### config.mk
export PLATFORM = sky130hd
export DESIGN_NAME = fifo_burst_reader_flat
export DESIGN_NICKNAME = d
export VERILOG_FILES = /design/src/rtl/libfifo_pkg.sv /design/src/rtl/fifoConnect.sv /design/src/rtl/stream_output_register.sv /design/src/rtl/fifo_burst_reader.sv /design/src/flat_wrapper.sv
export SDC_FILE = /design/constraint.sdc
export NUM_CORES = 1
export LEC_CHECK = 0
export ABC_AREA = 0
export BUFFER_PORTS_ARGS = -buffer_cell sky130_fd_sc_hd__buf_2
export CORE_MARGIN = 1
export CORE_UTILIZATION = 47
export CTS_CLUSTER_SIZE = 25
export DETAILED_ROUTE_END_ITERATION = 8
export GPL_TIMING_DRIVEN = 0
export PLACE_DENSITY = 0.8
export SLEW_MARGIN = 10
export SYNTH_ARGS = -nofsm -noshare
export SYNTH_HDL_FRONTEND = slang
export SYNTH_SLANG_ARGS = --single-unit
export TNS_END_PERCENT = 1
### constraint.sdc
create_clock -name clk -period 2 [get_ports clk]
set_input_delay 0.1 -clock clk [delete_from_list [all_inputs] [get_ports clk]]
set_output_delay 0.1 -clock clk [all_outputs]
set_load 0.005 [all_outputs]
### src/rtl/libfifo_pkg.sv
// Shared FIFO library types: fill flags seen by FIFO clients and the burst reader FSM states.
package libfifo_pkg;

  typedef struct packed {
    logic full;
    logic empty;
  } fillStatus_t;

  typedef enum logic [1:0] {
    IDLE  = 2'd0,
    BURST = 2'd1,
    DRAIN = 2'd2
  } readerState_t;

endpackage

### src/rtl/fifoConnect.sv
// Connection bundle between a fifo core and its producer/consumer clients.
interface fifoConnect #(
  parameter int unsigned WIDTH = 32,
  parameter int unsigned DEPTH = 32
);
  import libfifo_pkg::fillStatus_t;

  localparam int unsigned FILLBITS = $clog2(DEPTH + 1);

  logic                write;
  logic [WIDTH-1:0]    datain;
  logic                read;
  logic [WIDTH-1:0]    dataout;
  fillStatus_t         fillStatus;
  logic [FILLBITS-1:0] fillLevel;

  modport reader (output read, write, datain, input dataout, fillStatus, fillLevel);
  modport writer (output write, datain, input fillStatus, fillLevel);
  modport core   (input write, datain, read, output dataout, fillStatus, fillLevel);

endinterface

### src/rtl/stream_output_register.sv
// One-entry valid/ready output stage; can_load tells the source a new word may be captured now.
module stream_output_register #(
  parameter int unsigned WIDTH = 32
) (
  input  logic             clk,
  input  logic             reset,
  input  logic             load,
  input  logic [WIDTH-1:0] load_data,
  input  logic             load_last,
  input  logic             m_ready,
  output logic [WIDTH-1:0] m_data,
  output logic             m_valid,
  output logic             m_last,
  output logic             can_load
);

  logic [WIDTH-1:0] data_q;
  logic             valid_q;
  logic             last_q;

  assign can_load = !valid_q || m_ready;
  assign m_data   = data_q;
  assign m_valid  = valid_q;
  assign m_last   = last_q;

  always_ff @(posedge clk) begin
    if (reset) begin
      data_q  <= '0;
      valid_q <= 1'b0;
      last_q  <= 1'b0;
    end else if (load) begin
      data_q  <= load_data;
      valid_q <= 1'b1;
      last_q  <= load_last;
    end else if (m_ready) begin
      valid_q <= 1'b0;
    end
  end

endmodule

### src/rtl/fifo_burst_reader.sv
// Drains a fifo through its reader port and re-emits the words as framed valid/ready bursts.
module fifo_burst_reader #(
  parameter int unsigned WIDTH   = 32,
  parameter int unsigned DEPTH   = 32,
  parameter int unsigned BURST   = 8,
  parameter int unsigned TIMEOUT = 16
) (
  input  logic             clk,
  input  logic             reset,
  input  logic             enable,
  input  logic             flush,
  fifoConnect.reader       link,
  output logic [WIDTH-1:0] m_data,
  output logic             m_valid,
  input  logic             m_ready,
  output logic             m_last,
  output logic             busy,
  output logic [15:0]      bursts
);
  import libfifo_pkg::readerState_t;
  import libfifo_pkg::IDLE;
  import libfifo_pkg::DRAIN;

  localparam int unsigned FILLBITS = $clog2(DEPTH + 1);
  localparam int unsigned REMBITS  = $clog2(BURST + 1);
  localparam int unsigned TMRBITS  = (TIMEOUT > 0) ? $clog2(TIMEOUT + 1) : 1;
  localparam logic [FILLBITS-1:0] BURST_FILL = FILLBITS'(BURST);
  localparam logic [REMBITS-1:0]  BURST_REM  = REMBITS'(BURST);
  localparam logic [TMRBITS-1:0]  TIMEOUT_T  = TMRBITS'(TIMEOUT);

  readerState_t       state_q, state_d;
  logic [REMBITS-1:0] remaining_q, remaining_d;
  logic [TMRBITS-1:0] timer_q, timer_d;
  logic               flush_pend_q, flush_pend_d;
  logic [15:0]        bursts_q, bursts_d;

  logic               can_load;
  logic               rd;
  logic               empty;
  logic               full_start;
  logic               part_start;
  logic               timeout_hit;
  logic [REMBITS-1:0] part_len;

  assign empty       = link.fillStatus.empty;
  assign full_start  = enable && (link.fillLevel >= BURST_FILL || link.fillStatus.full);
  assign timeout_hit = (TIMEOUT != 0) && (timer_q == TIMEOUT_T);
  assign part_start  = !empty && (flush || flush_pend_q || timeout_hit);
  assign part_len    = (link.fillLevel < BURST_FILL) ? REMBITS'(link.fillLevel) : BURST_REM;

  // Gated by reset so a reset cycle never pops a word that would then be discarded.
  assign rd = !reset && (state_q == libfifo_pkg::BURST) && !empty &&
              (remaining_q != '0) && can_load;

  assign link.read   = rd;
  assign link.write  = 1'b0;
  assign link.datain = '0;
  assign busy        = (state_q != IDLE);
  assign bursts      = bursts_q;

  always_comb begin
    state_d      = state_q;
    remaining_d  = remaining_q;
    timer_d      = '0;
    flush_pend_d = flush_pend_q;
    bursts_d     = bursts_q;
    unique case (state_q)
      IDLE: begin
        flush_pend_d = 1'b0;
        if (full_start) begin
          remaining_d = BURST_REM;
          state_d     = libfifo_pkg::BURST;
        end else if (part_start) begin
          remaining_d = part_len;
          state_d     = libfifo_pkg::BURST;
        end else if ((TIMEOUT != 0) && enable && !empty && (link.fillLevel < BURST_FILL)) begin
          timer_d = timer_q + 1'b1;
        end
      end
      libfifo_pkg::BURST: begin
        if (flush) flush_pend_d = 1'b1;
        if (rd) begin
          remaining_d = remaining_q - 1'b1;
          if (remaining_q == REMBITS'(1)) state_d = DRAIN;
        end
      end
      DRAIN: begin
        if (flush) flush_pend_d = 1'b1;
        if (m_valid && m_ready && m_last) begin
          bursts_d = bursts_q + 16'd1;
          state_d  = IDLE;
        end
      end
      default: state_d = IDLE;
    endcase
  end

  always_ff @(posedge clk) begin
    if (reset) begin
      state_q      <= IDLE;
      remaining_q  <= '0;
      timer_q      <= '0;
      flush_pend_q <= 1'b0;
      bursts_q     <= '0;
    end else begin
      state_q      <= state_d;
      remaining_q  <= remaining_d;
      timer_q      <= timer_d;
      flush_pend_q <= flush_pend_d;
      bursts_q     <= bursts_d;
    end
  end

  stream_output_register #(
    .WIDTH(WIDTH)
  ) u_out (
    .clk      (clk),
    .reset    (reset),
    .load     (rd),
    .load_data(link.dataout),
    .load_last(remaining_q == REMBITS'(1)),
    .m_ready  (m_ready),
    .m_data   (m_data),
    .m_valid  (m_valid),
    .m_last   (m_last),
    .can_load (can_load)
  );

endmodule

### src/flat_wrapper.sv
// flat-port wrapper written by rule: the top's interface ports become plain ports
module fifo_burst_reader_flat import libfifo_pkg::readerState_t; import libfifo_pkg::IDLE; import libfifo_pkg::DRAIN;
#(
  parameter int unsigned WIDTH   = 32,
  parameter int unsigned DEPTH   = 32,
  parameter int unsigned BURST   = 8,
  parameter int unsigned TIMEOUT = 16
)
  (clk, reset, enable, flush, m_data, m_valid, m_ready, m_last, busy, bursts, link_read, link_write, link_datain, link_dataout, link_fillStatus, link_fillLevel);
  fifoConnect #(.WIDTH(WIDTH), .DEPTH(DEPTH)) link_i ();
  input  logic clk;
  input  logic reset;
  input  logic enable;
  input  logic flush;
  output logic [WIDTH-1:0] m_data;
  output logic m_valid;
  input  logic m_ready;
  output logic m_last;
  output logic busy;
  output logic [15:0] bursts;
  output wire logic [$bits(link_i.read)-1:0] link_read;
  output wire logic [$bits(link_i.write)-1:0] link_write;
  output wire logic [$bits(link_i.datain)-1:0] link_datain;
  input wire logic [$bits(link_i.dataout)-1:0] link_dataout;
  input wire logic [$bits(link_i.fillStatus)-1:0] link_fillStatus;
  input wire logic [$bits(link_i.fillLevel)-1:0] link_fillLevel;
  assign link_read = link_i.read;
  assign link_write = link_i.write;
  assign link_datain = link_i.datain;
  assign link_i.dataout = link_dataout;
  assign link_i.fillStatus = link_fillStatus;
  assign link_i.fillLevel = link_fillLevel;
  fifo_burst_reader #(.WIDTH(WIDTH), .DEPTH(DEPTH), .BURST(BURST), .TIMEOUT(TIMEOUT)) u_core (.clk(clk), .reset(reset), .enable(enable), .flush(flush), .link(link_i), .m_data(m_data), .m_valid(m_valid), .m_ready(m_ready), .m_last(m_last), .busy(busy), .bursts(bursts));
endmodule
# Word level (Yosys, flattened, before mapping)
# Cells that the tools add are included.
[word_totals]
rom_bits = 0
latch_bits = 0
input_bits = 45
memories = 0
ram_bits = 0
wordCells = 68
ff_bits = 62
[classes]
n_addsub = 3
n_shift = 0
bitwise = 2
n_reduce_logical = 29
multipliers = 0
n_div = 0
n_mux = 15
order_cmp = 2
eq_ne = 9
[ops]
columns = ["cell", "n"]
rows = [
  ["$add A16 B1 Y16 const B", 1],
  ["$mux W4", 4],
  ["$logic_and A1 B1 Y1", 10],
  ["$mux W2", 5],
  ["$pmux W4 S2", 1],
  ["$reduce_bool A2 Y1", 4],
  ["$ge A6 B4 Y1 const B", 1],
  ["$lt A6 B4 Y1 const B", 1],
  ["$pmux W2 S3", 1],
  ["$add A5 B1 Y5 const B", 1],
  ["$eq A5 B5 Y1 const B", 1],
  ["$reduce_or A5 Y1", 1],
  ["$eq A4 B1 Y1 const B", 1],
  ["$logic_or A1 B1 Y1", 4],
  ["$ne A2 B1 Y1 const B", 2],
  ["$ne A2 B2 Y1 const B", 2],
  ["$reduce_and A2 Y1", 2],
  ["$reduce_and A4 Y1", 1],
  ["$reduce_bool A4 Y1", 1],
  ["$sub A4 B1 Y4 const B", 1],
  ["$logic_not A1 Y1", 3],
  ["$mux W1", 3],
  ["$ne A3 B1 Y1 const B", 1],
  ["$reduce_and A3 Y1", 1],
  ["other kinds (6)", 7],
]

# Logic depth before layout (Yosys ltp)
[logic_depth]
ltp_word = 7
ltp_mapped = 8

# Modules after synthesis
# A second synthesis with hierarchy kept.
[unflattened]
hier_cells = 309
area_unflattened_um2 = 2902.8
[modules_own_cells]
columns = ["module", "instances", "cells_each", "area_per_inst_um2"]
rows = [
  ["fifo_burst_reader", 1, 198, 1664.1],
  ["stream_output_register", 1, 111, 1238.7],
]

# Least setup slack after synthesis
# Ideal clock, no wire load.
[synth_path]
path_kind = "register to register"
from = "register u_core.remaining_q[0]"
to = "register u_core.remaining_q[1]"
setup_ps = 123
n_path_buf = 0
t_arrival_ps = 1641
setup_slack_ps = 235
period_less_slack_ps = 1765
required_ps = 1877
stages_incl_launch_ff = 7
cell_sequence = "dfxtp_1 inv_1 ha_1 or3b_1 a31oi_1 a211o_2 mux2_1"
[synth_via]
elab_chain_len = 5
word_cells_on_any_way = 8
cone_classes = "1 x add/sub; 1 x eq/ne; 2 x mux; 4 x reduce/logical"
[synth_lines]
columns = ["element", "line", "source"]
rows = [
  ["start: declaration", "fifo_burst_reader.sv:32", "logic [REMBITS-1:0] remaining_q, remaining_d;"],
  ["start signal: assignment", "fifo_burst_reader.sv:107", "remaining_q <= remaining_d;"],
  ["parallel branches: the longest is 5 deep, another holds $sub A4 B1 Y4", "-", ""],
]
# Parallel ways; which one is timed is not known. The select of a mux whose other input is x is not followed.
# A chain may end at the register's enable or synchronous reset.

# Worst setup path in the final report
[layout_path]
from = "register u_core.remaining_q[0]"
to = "output port link_read"
[layout_via]
elab_chain_len = 3
[layout_lines]
columns = ["element", "line", "source"]
rows = [
  ["$reduce_bool A4 Y1", "fifo_burst_reader.sv:53", "(remaining_q != '0) && can_load;"],
  ["$logic_and A1 B1 Y1", "fifo_burst_reader.sv:52", "assign rd = !reset && (state_q == libfifo_pkg::BURST) && !empty &&"],
  ["$logic_and A1 B1 Y1", "fifo_burst_reader.sv:53", ""],
  ["end: declaration", "flat_wrapper.sv:21", "output wire logic [$bits(link_i.read)-1:0] link_read;"],
]
# Every way passes these cells.

==> results.yml <==
run_status:
  status: "finished, final reports clean"
cells_and_area:
  fin_nets: 558
  fin_area_mm2: 0.00398
  drive_gt1_share_pct: 31.6
  final_util_pct: 66.4
  stdcell_count: 584
  area_growth_pct: 34.8
  nFillCells: 520
  n_antenna_cell: 0
hold_path:
  hp-class: "input port to register"
  hp-start: "link_dataout[23]"
  hold_path_end: "u_core.u_out.m_data[23]"
  hold_depth: 3
synthesis:
  ys_types: 45
  synth_seq_cells: 62
  ys.flop_type: "dfxtp_1"
  yosys_warnings: 0
  synth_area_per_cell_um2: 8.26
  synth-async-reset-ratio_pct: 0
  ys_seq_area_share_pct: 42.1
  netlist_instances: 357
  syn_area_mm2: 0.00295
  synth_edf_count: 0
grt:
  track_usage_pct: 20.6
  grt_first_pass_wirelength_um: 10400
  grt-ovfl-total: 0
  antenna_found_initial: 0
  grt_max_degree: 17
  grt_pass1_vias: 2407
worst_setup_path:
  reg2reg_slack_ps: 120
  worstRegToRegCells: 6
  cp_data_required_time_ps: 1900
  critPathCaptureType: "output port"
  worstSetupPathType: "register to output port"
  rr_startpoint: "u_core.remaining_q[0]"
  crit_path_max_fanout: 16
  arrival_ps: 1780
  start_kind: "register"
  startpoint: "u_core.remaining_q[0]"
  r2r-end: "u_core.remaining_q[1]"
route:
  drt_iter0_markers: 85
  dr.pass1.iters: 4
  viasPerCell: 4.69
  wire_per_inst_um: 11.5
  drtAntennaViolNets: 0
  vias: 2739
  drc: 0
  drt-total-wl_um: 6730
clock_network:
  htree_levels: 3
  numCtsBuffers: 9
  clock-root-buffer: "clkbuf_8"
  cts_tree: "built"
  clock_path_buffers: 2
  clk_pin_slew_ps: 70
  clock_latency_ps: 330
  cts.sinks: 62
floorplan:
  start_util_pct: 49.2
  chipWidth_um: 81.2
  die_area_mm2: 0.00659
  core_area_mm2: 0.00599
  io_pins: 130
  rows: 28
  fp.dieH_um: 81.2
placement:
  dpl.hpwl_um: 4870
  place_ws_ps: 49.3
  dp.cells: 559
  place_area_mm2: 0.00364
  port_buffers: 95
  gp_routability_congestion: 0.792
timing:
  fmax_mhz: 533
  hold_viol: 0
  skew_ps: 8.68
  tightest_slew_ps: 546
  setup_viol: 0
  min_period_over_period_pct: 93.8
  fin_ws_ps: 124
  maxSlewHeadroom_pct: 63.6
  min_period_ps: 1880
  rsz0062_at_grt: "yes"
  slew_viol_final: 0
power:
  power.density_mw_per_mm2: 850
  power.total_mw: 3.38
  peakVddDrop_uv: 804
  total_leakage_power_nw: 1.84
flow_run:
  max_cap_viol_count: 0
## where the power goes
part / switching [mW] / total (mW) / internal (mW)
registers: 0.0678 / 1.39 / 1.32
clock network: 0.461 / 1.19 / 0.733
logic: 0.413 / 0.791 / 0.377
total: 0.942 / 3.38 / 2.43
## cell usage after synthesis (5+ instances only)
cell	count	share of area, %
nand3_1	12	2.0
xnor2_1	8	2.4
dfxtp_1	62	42
xor2_1	5	1.5
nand2_1	72	9.2
nor3_1	6	1.0
o21ai_0	6	1.0
buf_4	34	8.7
buf_2	7	1.2
a21oi_1	42	7.1
nand2b_1	5	1.1
ha_1	9	3.8
inv_1	13	1.7
clkbuf_1	7	0.89
nor2_1	21	2.7
## placed cells by master, fill, tap and decap left out, drive strengths merged, types with 2 or more instances in the layout
cell type and instances:
buf 133, nand2 72, dfxtp 62, a21oi 43, conb 33, nor2 21, clkbuf 21, inv 14
nand3 12, dlygate4sd3 10, ha 9, xnor2 8, o21ai 6, nor3 6, nand4 6, xor2 5
nand2b 5, mux2i 4, or4 4, o31ai 4, and3 3, mux2 3, a32oi 2, nor2b 2
or3 2, clkinv 2, bufinv 2, and4 2, nor4 2
## how the worst max path moves through the flow
stage | end | slack (ps)
floorplan | u_core.remaining_q[1] | 240
global placement | u_core.remaining_q[1] | 100
detailed placement | u_core.u_out.m_data[12] | 50
CTS | u_core.remaining_q[2] | 70
global route | link_read | -0.7
finish | link_read | 120
## cell families after synthesis
family / synth area share [%]
buffers and inverters: 12.5
muxes: 2.50
other: 0.127
adders and majority gates: 3.82
AOI/OAI and AO/OA: 11.8
and+or+nand+nor: 23.3
xor gates and xnor gates: 3.86
DFF: 42.1
## registers in the layout, summed over array words and instances (netlist names)
signal                flops
u_core.bursts            16
u_core.timer_q            5
u_core.remaining_q        4
u_core.u_out.m_last       1
u_core.u_out.m_valid      1
u_core.state_q            2
u_core.flush_pend_q       1
u_core.u_out.m_data      32
## layout make-up
cell class              instances  area (um2)  area share (%)
flip-flops and latches         62        1240            31.2
clock inverters                 4        70.1            1.76
plain buffers                  46         315            7.93
multi-input cells             265        1470            37.0
inverters                      14        55.1            1.38
well taps                      75        93.8            2.36
clock buffers                  12         145            3.65
repair buffers                106         583            14.7
## metrics by stage
| step | hold WS (ps) | TNS (ps) |
|---|---|---|
| after floorplan | 236 | 0 |
| after global placement | 344 | 0 |
| after detailed placement | 346 | 0 |
| after CTS | 0.697 | 0 |
| after global routing | 0.107 | -0.657 |
| final | 10.5 | 0 |
## what timing repair did
item	CTS	global route
endpoints found under the hold margin	10	0
setup buffers	1	0
hold buffers	10	0
gates resized for setup	1	6
pin swaps	1	0
setup endpoints to repair	1	12
## per-layer routing
layer,routed length [um],global-route usage (%)
met3,448,4.38
met2,3300,36.7
met4,76,9.29
met5,0,0
met1,2900,23.3
## critical path, stage by stage, from the launching register on
cell and delay (ps):
dfxtp_1 330, inv_1 90, ha_1 180, or3b_4 400, nand4_1 190, inv_4 110
buf_2 150
Note: power is estimated with default switching activity, not from simulation.
